## src/rtl/alu_cmd_sequencer.sv

```systemverilog
// alu_cmd_sequencer: turns 3-byte (opcode, A, B) RX frames into ALU operations and returns the result as two TX bytes
module alu_cmd_sequencer #(
  parameter int DATA_WIDTH = 8,
  parameter int FUN_WIDTH  = 4,
  parameter int OUT_WIDTH  = 16,
  parameter int TIMEOUT    = 15
) (
  input  logic                  CLK,
  input  logic                  RST,
  input  logic [DATA_WIDTH-1:0] RX_D,
  input  logic                  RX_D_VLD,
  output logic [FUN_WIDTH-1:0]  ALU_FUN,
  output logic [DATA_WIDTH-1:0] ALU_A,
  output logic [DATA_WIDTH-1:0] ALU_B,
  output logic                  ALU_EN,
  input  logic [OUT_WIDTH-1:0]  ALU_OUT,
  input  logic                  ALU_OUT_VLD,
  output logic [DATA_WIDTH-1:0] TX_D,
  output logic                  TX_D_VLD,
  input  logic                  TX_READY,
  output logic                  BUSY,
  output logic                  ERR
);
  localparam int CW = $clog2(TIMEOUT);
  typedef enum logic [2:0] {IDLE, GET_A, GET_B, EXEC, SEND_LO, SEND_HI} state_t;
  state_t state, state_nx;
  logic [OUT_WIDTH-1:0] result;
  logic [CW-1:0] cnt;
  logic err_nx;
  logic op_ok;
  assign op_ok = RX_D[DATA_WIDTH-1:FUN_WIDTH] == '0;
  always_comb begin
    state_nx = state;
    err_nx = 1'b0;
    case (state)
      IDLE: begin
        state_nx = (RX_D_VLD && op_ok) ? GET_A : IDLE;
        err_nx = RX_D_VLD && !op_ok;
      end
      GET_A: state_nx = RX_D_VLD ? GET_B : GET_A;
      GET_B: state_nx = RX_D_VLD ? EXEC : GET_B;
      EXEC: begin
        // a valid result beats a timeout landing in the same cycle
        state_nx = ALU_OUT_VLD ? SEND_LO : (cnt == CW'(TIMEOUT - 1)) ? IDLE : EXEC;
        err_nx = RX_D_VLD || (!ALU_OUT_VLD && cnt == CW'(TIMEOUT - 1));
      end
      SEND_LO: begin
        state_nx = TX_READY ? SEND_HI : SEND_LO;
        err_nx = RX_D_VLD;
      end
      SEND_HI: begin
        state_nx = TX_READY ? IDLE : SEND_HI;
        err_nx = RX_D_VLD;
      end
      default: state_nx = IDLE;
    endcase
  end
  always_ff @(posedge CLK or negedge RST) begin
    if (!RST) begin
      state <= IDLE;
      ERR <= 1'b0;
      ALU_FUN <= '0;
      ALU_A <= '0;
      ALU_B <= '0;
      result <= '0;
      cnt <= '0;
    end else begin
      state <= state_nx;
      ERR <= err_nx;
      if (state == IDLE && RX_D_VLD && op_ok) ALU_FUN <= RX_D[FUN_WIDTH-1:0];
      if (state == GET_A && RX_D_VLD) ALU_A <= RX_D;
      if (state == GET_B && RX_D_VLD) begin
        ALU_B <= RX_D;
        cnt <= '0;
      end
      if (state == EXEC) cnt <= cnt + 1'b1;
      if (state == EXEC && ALU_OUT_VLD) result <= ALU_OUT;
    end
  end
  assign ALU_EN = state == EXEC;
  assign TX_D_VLD = state == SEND_LO || state == SEND_HI;
  assign BUSY = state != IDLE;
  assign TX_D = state == SEND_LO ? result[DATA_WIDTH-1:0] :
                state == SEND_HI ? result[OUT_WIDTH-1:DATA_WIDTH] : '0;
endmodule

```

## config.mk

```make
export PLATFORM = sky130hd
export DESIGN_NAME = alu_cmd_sequencer
export DESIGN_NICKNAME = d
export VERILOG_FILES = /design/src/rtl/alu_cmd_sequencer.sv
export SDC_FILE = /design/constraint.sdc
export NUM_CORES = 1
export LEC_CHECK = 0
export ABC_CLOCK_PERIOD_IN_PS = 2300
export CAP_MARGIN = 20
export CORE_ASPECT_RATIO = 1.2
export CORE_MARGIN = 2
export CORE_UTILIZATION = 35
export DETAILED_ROUTE_END_ITERATION = 16
export GPL_TIMING_DRIVEN = 0
export HOLD_SLACK_MARGIN = 0.02
export PLACE_DENSITY = 0.71
export SYNTH_ARGS = -nofsm -noshare
export SYNTH_HDL_FRONTEND = slang
export SYNTH_SLANG_ARGS = --single-unit
```

## constraint.sdc

```tcl
create_clock -name CLK -period 2.3 [get_ports CLK]
set_input_delay 0.46 -clock CLK [delete_from_list [all_inputs] [get_ports CLK]]
set_output_delay 0.46 -clock CLK [all_outputs]
set_load 0.01 [all_outputs]
```

==> results_dict.tcl, run 1 <==
set metrics [dict create \
    vdd_ir_drop_max_mv 0.512 \
    grt_pass1_wl_um 6690 \
    nFillCells 497 \
    grt_util_all_layers_pct 13.7 \
    grt_max_degree 24 \
    synth_edf_count 0 \
    areaGrowthSynthToFinish_pct 40.5 \
    hold_path_class "in -> async" \
    grt_pass1_vias 1404 \
    crit_type "reg -> out" \
    worstMarginPinSlew_ns 0.522 \
    pin_count 61 \
    startpoint_type "register" \
    hpwl_um 2900 \
    cts_made_buffers 5 \
    syn_area_per_cell_um2 14.3 \
    rsz0062_at_grt "no" \
    drt_pre_antenna_iters 4 \
    syn_area_um2 2010 \
    max_cap_viol_count 0 \
    synth_top_flop_cell "dfrtp_1" \
    cts_tree "built" \
    fp.dieW_um 73.2 \
    cts_setup_buffers 0 \
    synth_area_leader_cell "dfrtp_1" \
    whs_ns 0.140 \
    io_buffers 60 \
    core-area_um2 5590 \
    async_flop_share_pct 100 \
    fin_crit_ns 2.21 \
    total_power_mw 3.29 \
    start_util_pct 36.0 \
    synth.top_cell.area_share_pct 54.7 \
    drv_slew 0 \
    cts_resized 3 \
    wl_per_cell_um 14.6 \
    power.density_nw_per_um2 1160 \
    dieArea_um2 6380 \
    critPathRequiredTime_ns 1.84 \
    synthTopCellsByCount "44 x dfrtp_1, 28 x mux2_2, 11 x nor2_1" \
    cts_hold_buf 0 \
    cp_max_fo 10 \
    antenna_found_initial 0 \
    p_leak_nw 1.32 \
    vias 1322 \
    seqCellArea_um2 1100 \
    status "complete, no violations" \
    remaining_drc_errors 0 \
    std_cell_rows 30 \
    max_freq_mhz 453 \
    clock-sinks 44 \
    fp.dieH_um 87.1 \
    multi_input_area_um2 841 \
    synth_cell_type_count 34 \
    synth_fp_nets 172 \
    fin_crit_sh_pct 96.0 \
    drt_iter0_drc 68 \
    drt-total-wl_um 3980 \
    yosysMostFrequentCell "dfrtp_1" \
    layout-drive-gt1-share_pct 29.7 \
    yosys_register_bits 44 \
    cp-end-kind "output pin" \
    htreeDepth 2 \
    ant_nets 0 \
    insertion_delay_ns 0.29 \
    final_nets 240 \
    synth_area_leaders "dfrtp_1 55%, mux2_2 16%, mux2_4 6.7%, mux2i_1 5.0%, nor2_1 2.1%" \
    cts.path.max_buffers 2 \
    grt.overflow.total 0 \
    finalSetupViolCount 0 \
    synth_cells 141 \
    synth_warnings 0 \
    via_per_inst 4.84 \
    ys_seq_area_share_pct 54.7 \
    crit_arrival_ns 1.75 \
    fin_util_pct 50.6 \
    slew_headroom_pct 65.2 \
    num_antenna_cells 0 \
    cts_root_buffer "clkbuf_8" \
    place_congestion 0.667 \
    hold_violations 0 \
    skew_ns 0.00884 \
    clk_transition_reported_paths_ns 0.08 \
]
metrics by stage:
stage	std cells	area, um^2	worst slack (ns)	TNS, ns
after floorplan	141	2010	0.838	0
after global placement	265	2690	-0.461	-20.18
after detailed placement	266	2720	0.122	0
after CTS	273	2810	0.00708	0
after global routing	273	2830	0.00143	0
final	273	2830	0.0924	0
routing by layer:
metal | vias to the layer above | share of wire, % | GRT usage (%)
met4 | 0 | 0.58 | 4.04
li1 | 637 | - | -
met5 | - | 0 | 0
met3 | 2 | 4.2 | 3.70
met1 | 653 | 46 | 18.6
met2 | 30 | 49 | 21.3
layout make-up:
type,count,area share (%)
inverter,5,0.840
timing repair buffer,61,22.2
clock buffer,7,3.41
buffer,6,2.03
sequential,44,39.0
tap,64,2.83
multi-input combinational,86,29.7
where the power goes:
group	total, mW	internal (mW)	switching (mW)
combinational	1.44	0.920	0.521
clock	0.510	0.268	0.243
sequential	1.34	1.13	0.206
total	3.29	2.32	0.970
placed cells by master (no fill, tap or decap), types with 4 or more instances in the layout:
cell,count
mux2i_1,10
inv_1,4
clkdlybuf4s50_1,54
clkbuf_8,7
dfrtp_1,43
nor2_1,11
buf_2,4
mux2_4,9
mux2_2,28
kinds of logic after synthesis:
logic type | synth area share, %
compound gates | 3.23
xor+xnor | 0.435
fa+ha+maj | 1.24
buf+inv | 3.54
flops | 54.7
mux | 27.3
simple gates | 9.51
state kept, by name, summed over array words and instances, names as in the netlist:
name,count
result,16
ALU_A,8
ALU_B,8
ALU_FUN,4
cnt,4
state,3
ERR,1
worst paths after layout:
check | startpoint | end | slack (ns) | cells after the start
min | RST | result[0] | 0.14 | 1
min reg2reg | ALU_A[2] | ALU_A[2] | 0.51 | 1
max | state[0] | TX_D[0] | 0.09 | 5
max reg2reg | state[0] | ALU_B[3] | 0.69 | 4
min in group CLK | ALU_A[2] | ALU_A[2] | 0.51 | 1
max in group asynchronous | RST | state[1] | 1.66 | 2
critical path, stage by stage, from the launching register on:
cell             delay (ns)
dfrtp_1                0.36
buf_2                  0.17
buf_8                  0.17
mux2i_1                0.12
nor2_1                 0.09
clkdlybuf4s50_1        0.55
Note: power is estimated with default switching activity, not from simulation.
==> run 2, diff against run 1 <==
--- a/config.mk
+++ b/config.mk
@@ -8,7 +8,6 @@
 export ABC_CLOCK_PERIOD_IN_PS = 2300
 export CAP_MARGIN = 20
 export CORE_ASPECT_RATIO = 1.2
-export CORE_MARGIN = 2
 export CORE_UTILIZATION = 35
 export DETAILED_ROUTE_END_ITERATION = 16
 export GPL_TIMING_DRIVEN = 0
==> run 2 against run 1 <==
Net effect:
- sequential power barely moved
- flip-flop and latch count did not move
- the flow now finishes with violations (DRC)
- total power rose by 2.3%
- maximum frequency barely moved
- wire length fell by 1.1%
- cell count did not move
- largest power group unchanged
- highest routed layer unchanged
- design area rose by 0.66%
- global-route usage rose by 0.56 points
- critical path depth did not move
- combinational power barely moved
- utilization rose by 2.1 points
- hold slack got worse by 0.044 ns
==> results_dict.tcl, run 2 (synthesized netlist as in run 1, its figures left out) <==
set metrics [dict create \
    worstMarginPinSlew_ns 0.434 \
    drt_pre_antenna_iters 10 \
    htreeDepth 2 \
    ff2ff_path_depth 4 \
    clock-sinks 44 \
    vias 1346 \
    via_per_inst 4.93 \
    final_common_cell "clkdlybuf4s50_1" \
    slew_headroom_pct 71.1 \
    regMostFlops "result" \
    hpwl_um 2880 \
    grt_pass1_vias 1328 \
    ff2ff_setup_slack_ns 0.70 \
    largest_register_ffs 16 \
    fp.dieW_um 71.2 \
    hold_path_class "in -> async" \
    cts_hold_buf 0 \
    cts_root_buffer "clkbuf_8" \
    global_route.usage.met2_pct 21.1 \
    crit_type "reg -> out" \
    wl_per_cell_um 14.4 \
    multi_input_area_um2 841 \
    mostFrequentLayoutCells "51 x clkdlybuf4s50_1, 43 x dfrtp_1, 28 x mux2_2" \
    fin_crit_ns 2.21 \
    ant_nets 0 \
    final_nets 241 \
    critPathRequiredTime_ns 1.84 \
    violations "DRC" \
    core-area_um2 5410 \
    fin_util_pct 52.7 \
    status "finished with violations" \
    num_antenna_cells 0 \
    cp_max_fo 10 \
    grt_pass1_wl_um 6580 \
    areaGrowthSynthToFinish_pct 41.5 \
    std_cell_rows 29 \
    crit_arrival_ns 1.75 \
    slowest_delay_ns 0.54 \
    r2r-start "state[0]" \
    vdd_ir_drop_max_mv 0.516 \
    p_leak_nw 1.38 \
    drt-total-wl_um 3940 \
    globalRouteMet1Util_pct 19.6 \
    drv_slew 0 \
    clk_transition_reported_paths_ns 0.08 \
    cts_made_buffers 5 \
    io_buffers 60 \
    cts.path.max_buffers 2 \
    power.density_nw_per_um2 1180 \
    start_util_pct 37.2 \
    top_regs "result (16), ALU_A (8), ALU_B (8)" \
    busiest_layer "met2" \
    finalSetupViolCount 0 \
    hold_violations 0 \
    layout-drive-gt1-share_pct 30.3 \
    remaining_drc_errors 8 \
    place_ws_ns 0.105 \
    max_freq_mhz 453 \
    max_cap_viol_count 0 \
    fin_crit_sh_pct 96.0 \
    grt.overflow.total 0 \
    grt_util_all_layers_pct 14.2 \
    startpoint_type "register" \
    crit_buf_inv 3 \
    cts_tree "built" \
    pin_count 61 \
    grt_max_degree 28 \
    dieArea_um2 6060 \
    reg2reg_to "ALU_B[0]" \
    fp.dieH_um 85.1 \
    nFillCells 469 \
    slowest_stage "clkdlybuf4s50_1" \
    seqCellArea_um2 1100 \
    worstPathCellList "clkbuf_4 > buf_6 > mux2i_1 > nor2_1 > clkdlybuf4s50_1" \
    skew_ns 0.00522 \
    grt_use_met3_pct 4.51 \
    place_congestion 0.731 \
    insertion_delay_ns 0.30 \
    drt_iter0_drc 51 \
    cp_top_family "buffers and inverters" \
    antenna_found_initial 0 \
    cp-end-kind "output pin" \
    timing.final.ws_setup_ns 0.0912 \
]
## run 2: cell types whose count changed in the layout (fill, tap and decap cells not counted), sizes merged
cell / delta
clkinvlp: +1
bufinv: +1
dlymetal6s2s: +3
clkdlybuf4s50: -3
clkinv: +1
clkbuf: -1
## run 2: timing repair
item / in CTS / in global routing
setup endpoints to repair: 8 / 8
buffers inserted: 0 / 1
resized for setup: 3 / 9
## run 2: final cells by class
class | count | share of cell area [%]
sequential | 44 | 38.7
clock buffer | 5 | 2.42
clock inverter | 3 | 1.49
buffer | 6 | 1.98
timing repair buffer | 62 | 22.3
tap | 62 | 2.72
multi-input combinational | 86 | 29.5
inverter | 5 | 0.835
## run 2: per-layer routing
layer	vias to the layer above	share of wire, %
li1	639	-
met1	641	47
met2	61	43
met3	5	8.3
met4	0	1.5
met5	-	0
## run 2: how the worst max path moves through the flow
stage	cells after the start	from	slack [ns]	to
detailed placement	4	RX_D[5]	0.11	ALU_FUN[1]
global route	5	state[0]	-0.001	TX_D[1]
finish	5	state[0]	0.09	TX_D[1]
floorplan	2	state[0]	0.84	BUSY
CTS	3	state[0]	0.0009	BUSY
global placement	1	RST	-0.45	result[2]
## run 2: power by group
part	switching, mW	leakage (nW)	internal (mW)
logic	0.533	0.781	0.924
registers	0.193	0.542	1.13
clock network	0.262	0.0541	0.321
total	0.988	1.38	2.38
## run 2: metrics by stage
step                      hold slack (ns)  setup TNS [ns]  power [mW]  instance area, um^2  std cells
after floorplan                     0.164               0        2.14                 2010        141
after global placement              0.488          -19.66        2.77                 2690        263
after detailed placement            0.429               0        2.80                 2710        264
after CTS                          0.0984               0        3.40                 2820        272
after global routing                0.118        -0.00101        3.58                 2850        273
final                              0.0962               0        3.37                 2850        273
==> run 3, diff against run 2 <==
--- a/config.mk
+++ b/config.mk
@@ -16,3 +16,4 @@
 export SYNTH_ARGS = -nofsm -noshare
 export SYNTH_HDL_FRONTEND = slang
 export SYNTH_SLANG_ARGS = --single-unit
+export TNS_END_PERCENT = 30
==> run 3 against run 2 <==
Net effect:
- the run still ends with DRC left
- first-iteration DRC count shrank 3.9%
- global-route usage is the same
- utilization shrank 0.093 points
- critical endpoint is now TX_D_VLD
- clock-buffer cell count is the same
- clock power is essentially flat
- combinational power is essentially flat
- critical path type unchanged
==> results_dict.tcl, run 3 (synthesized netlist as in run 1, its figures left out) <==
set metrics [dict create \
    skew_ns 0.00535 \
    ff2ff_path_depth 4 \
    pin_count 61 \
    crit_type "reg -> out" \
    fp.dieH_um 85.1 \
    finalSetupViolCount 0 \
    fin_crit_sh_pct 96.4 \
    crit_start "state[1]" \
    mostFrequentLayoutCells "50 x clkdlybuf4s50_1, 43 x dfrtp_1, 28 x mux2_2" \
    cts_root_buffer "clkbuf_8" \
    grt_pass1_vias 1328 \
    num_antenna_cells 0 \
    via_per_inst 4.93 \
    fin_crit_ns 2.22 \
    whs_ns 0.0963 \
    vias 1340 \
    startpoint_type "register" \
    grt.overflow.total 0 \
    cts_setup_buffers 0 \
    hpwl_um 2880 \
    final_common_cell "clkdlybuf4s50_1" \
    place_ws_ns 0.105 \
    grt_max_degree 28 \
    io_buffers 60 \
    wl_per_cell_um 14.4 \
    grt_util_all_layers_pct 14.2 \
    drt_iter0_drc 49 \
    power.density_nw_per_um2 1180 \
    crit_end "TX_D_VLD" \
    violations "DRC" \
    cts_made_buffers 5 \
    layout-drive-gt1-share_pct 30.0 \
    dieArea_um2 6060 \
    antenna_found_initial 0 \
    worstMarginPinSlew_ns 0.434 \
    insertion_delay_ns 0.30 \
    crit_arrival_ns 1.76 \
    std_cell_rows 29 \
    cts_tree "built" \
    ant_nets 0 \
    areaGrowthSynthToFinish_pct 41.2 \
    fp.dieW_um 71.2 \
    clock-sinks 44 \
    critPathRequiredTime_ns 1.84 \
    reg2reg_to "ALU_B[0]" \
    core-area_um2 5410 \
    place_congestion 0.731 \
    start_util_pct 37.2 \
    grt_pass1_wl_um 6580 \
    cp_max_fo 9 \
    regMostFlops "result" \
    largest_register_ffs 16 \
    p_leak_nw 1.39 \
    postPlaceCellArea_um2 2710 \
    drt_pre_antenna_iters 10 \
    clk_transition_reported_paths_ns 0.08 \
    cts_hold_buf 0 \
    hold_violations 0 \
    slew_headroom_pct 71.1 \
    max_freq_mhz 451 \
    nFillCells 469 \
    timing.final.ws_setup_ns 0.0826 \
    hold_path_class "in -> async" \
    cts.path.max_buffers 2 \
    rsz0062_at_grt "no" \
    cp-end-kind "output pin" \
    drv_slew 0 \
    final_nets 240 \
    top_regs "result (16), ALU_A (8), ALU_B (8)" \
    htreeDepth 2 \
    r2r-start "state[0]" \
    drt-total-wl_um 3930 \
    vdd_ir_drop_max_mv 0.516 \
    ff2ff_setup_slack_ns 0.71 \
    status "finished with violations" \
    design_area_um2 2840 \
    remaining_drc_errors 8 \
    total_power_mw 3.35 \
    max_cap_viol_count 0 \
]
run 3: cell count changes in the layout (fill, tap and decap cells not counted), sizes merged:
cell           delta
buf               -1
clkdlybuf4s50     -1
dlymetal6s2s      +1
run 3: how the worst min path moves through the flow:
stage                  to  slack [ns]  cells after the start
6_report       ALU_FUN[0]         0.1                      1
5_1_grt            cnt[1]        0.12                      1
4_1_cts          ALU_B[1]         0.1                      1
3_5_place_dp     ALU_B[1]        0.43                      1
3_3_place_gp    result[5]        0.49                      1
2_1_floorplan    ALU_A[0]        0.16                      0
run 3: critical path, stage by stage (launching register included):
cell,delay (ns)
dfrtp_2,0.47
nand2b_1,0.16
buf_4,0.18
inv_1,0.11
clkdlybuf4s50_1,0.54
run 3: layer usage:
layer  track usage, %  vias to the layer above  wire (um)
met5                0                        -          0
met4             4.91                        0         59
met3             4.51                        5        330
met2             21.1                       61       1690
met1             19.6                      637       1850
li1                 -                      637          -
run 3: metrics by stage:
step | TNS (ns) | util [%] | instances
finish | 0 | 52.6 | 272
floorplan | 0 | - | 141
CTS | 0 | 52.1 | 272
global placement | -19.66 | 49.8 | 263
detailed placement | 0 | 50.1 | 264
global route | 0 | 52.6 | 272
run 3: power breakdown:
group	total, mW	switching (mW)	internal [mW]
Clock	0.584	0.263	0.321
Combinational	1.43	0.518	0.914
Sequential	1.34	0.205	1.13
Total	3.35	0.986	2.37
run 3: timing repair:
item / 4_1_cts / 5_1_grt
gates resized for setup: 3 / 10
setup endpoints to repair: 8 / 8
cloned: 0 / 0
run 3: final cells by class:
class                      count  area [um^2]  share of cell area (%)
buffer                         6         56.3                    1.98
clock buffer                   5         68.8                    2.42
clock inverter                 3         42.5                    1.50
inverter                       5         23.8                   0.836
multi-input combinational     86          841                    29.6
sequential                    44         1100                    38.8
tap                           62         77.6                    2.73
timing repair buffer          61          631                    22.2
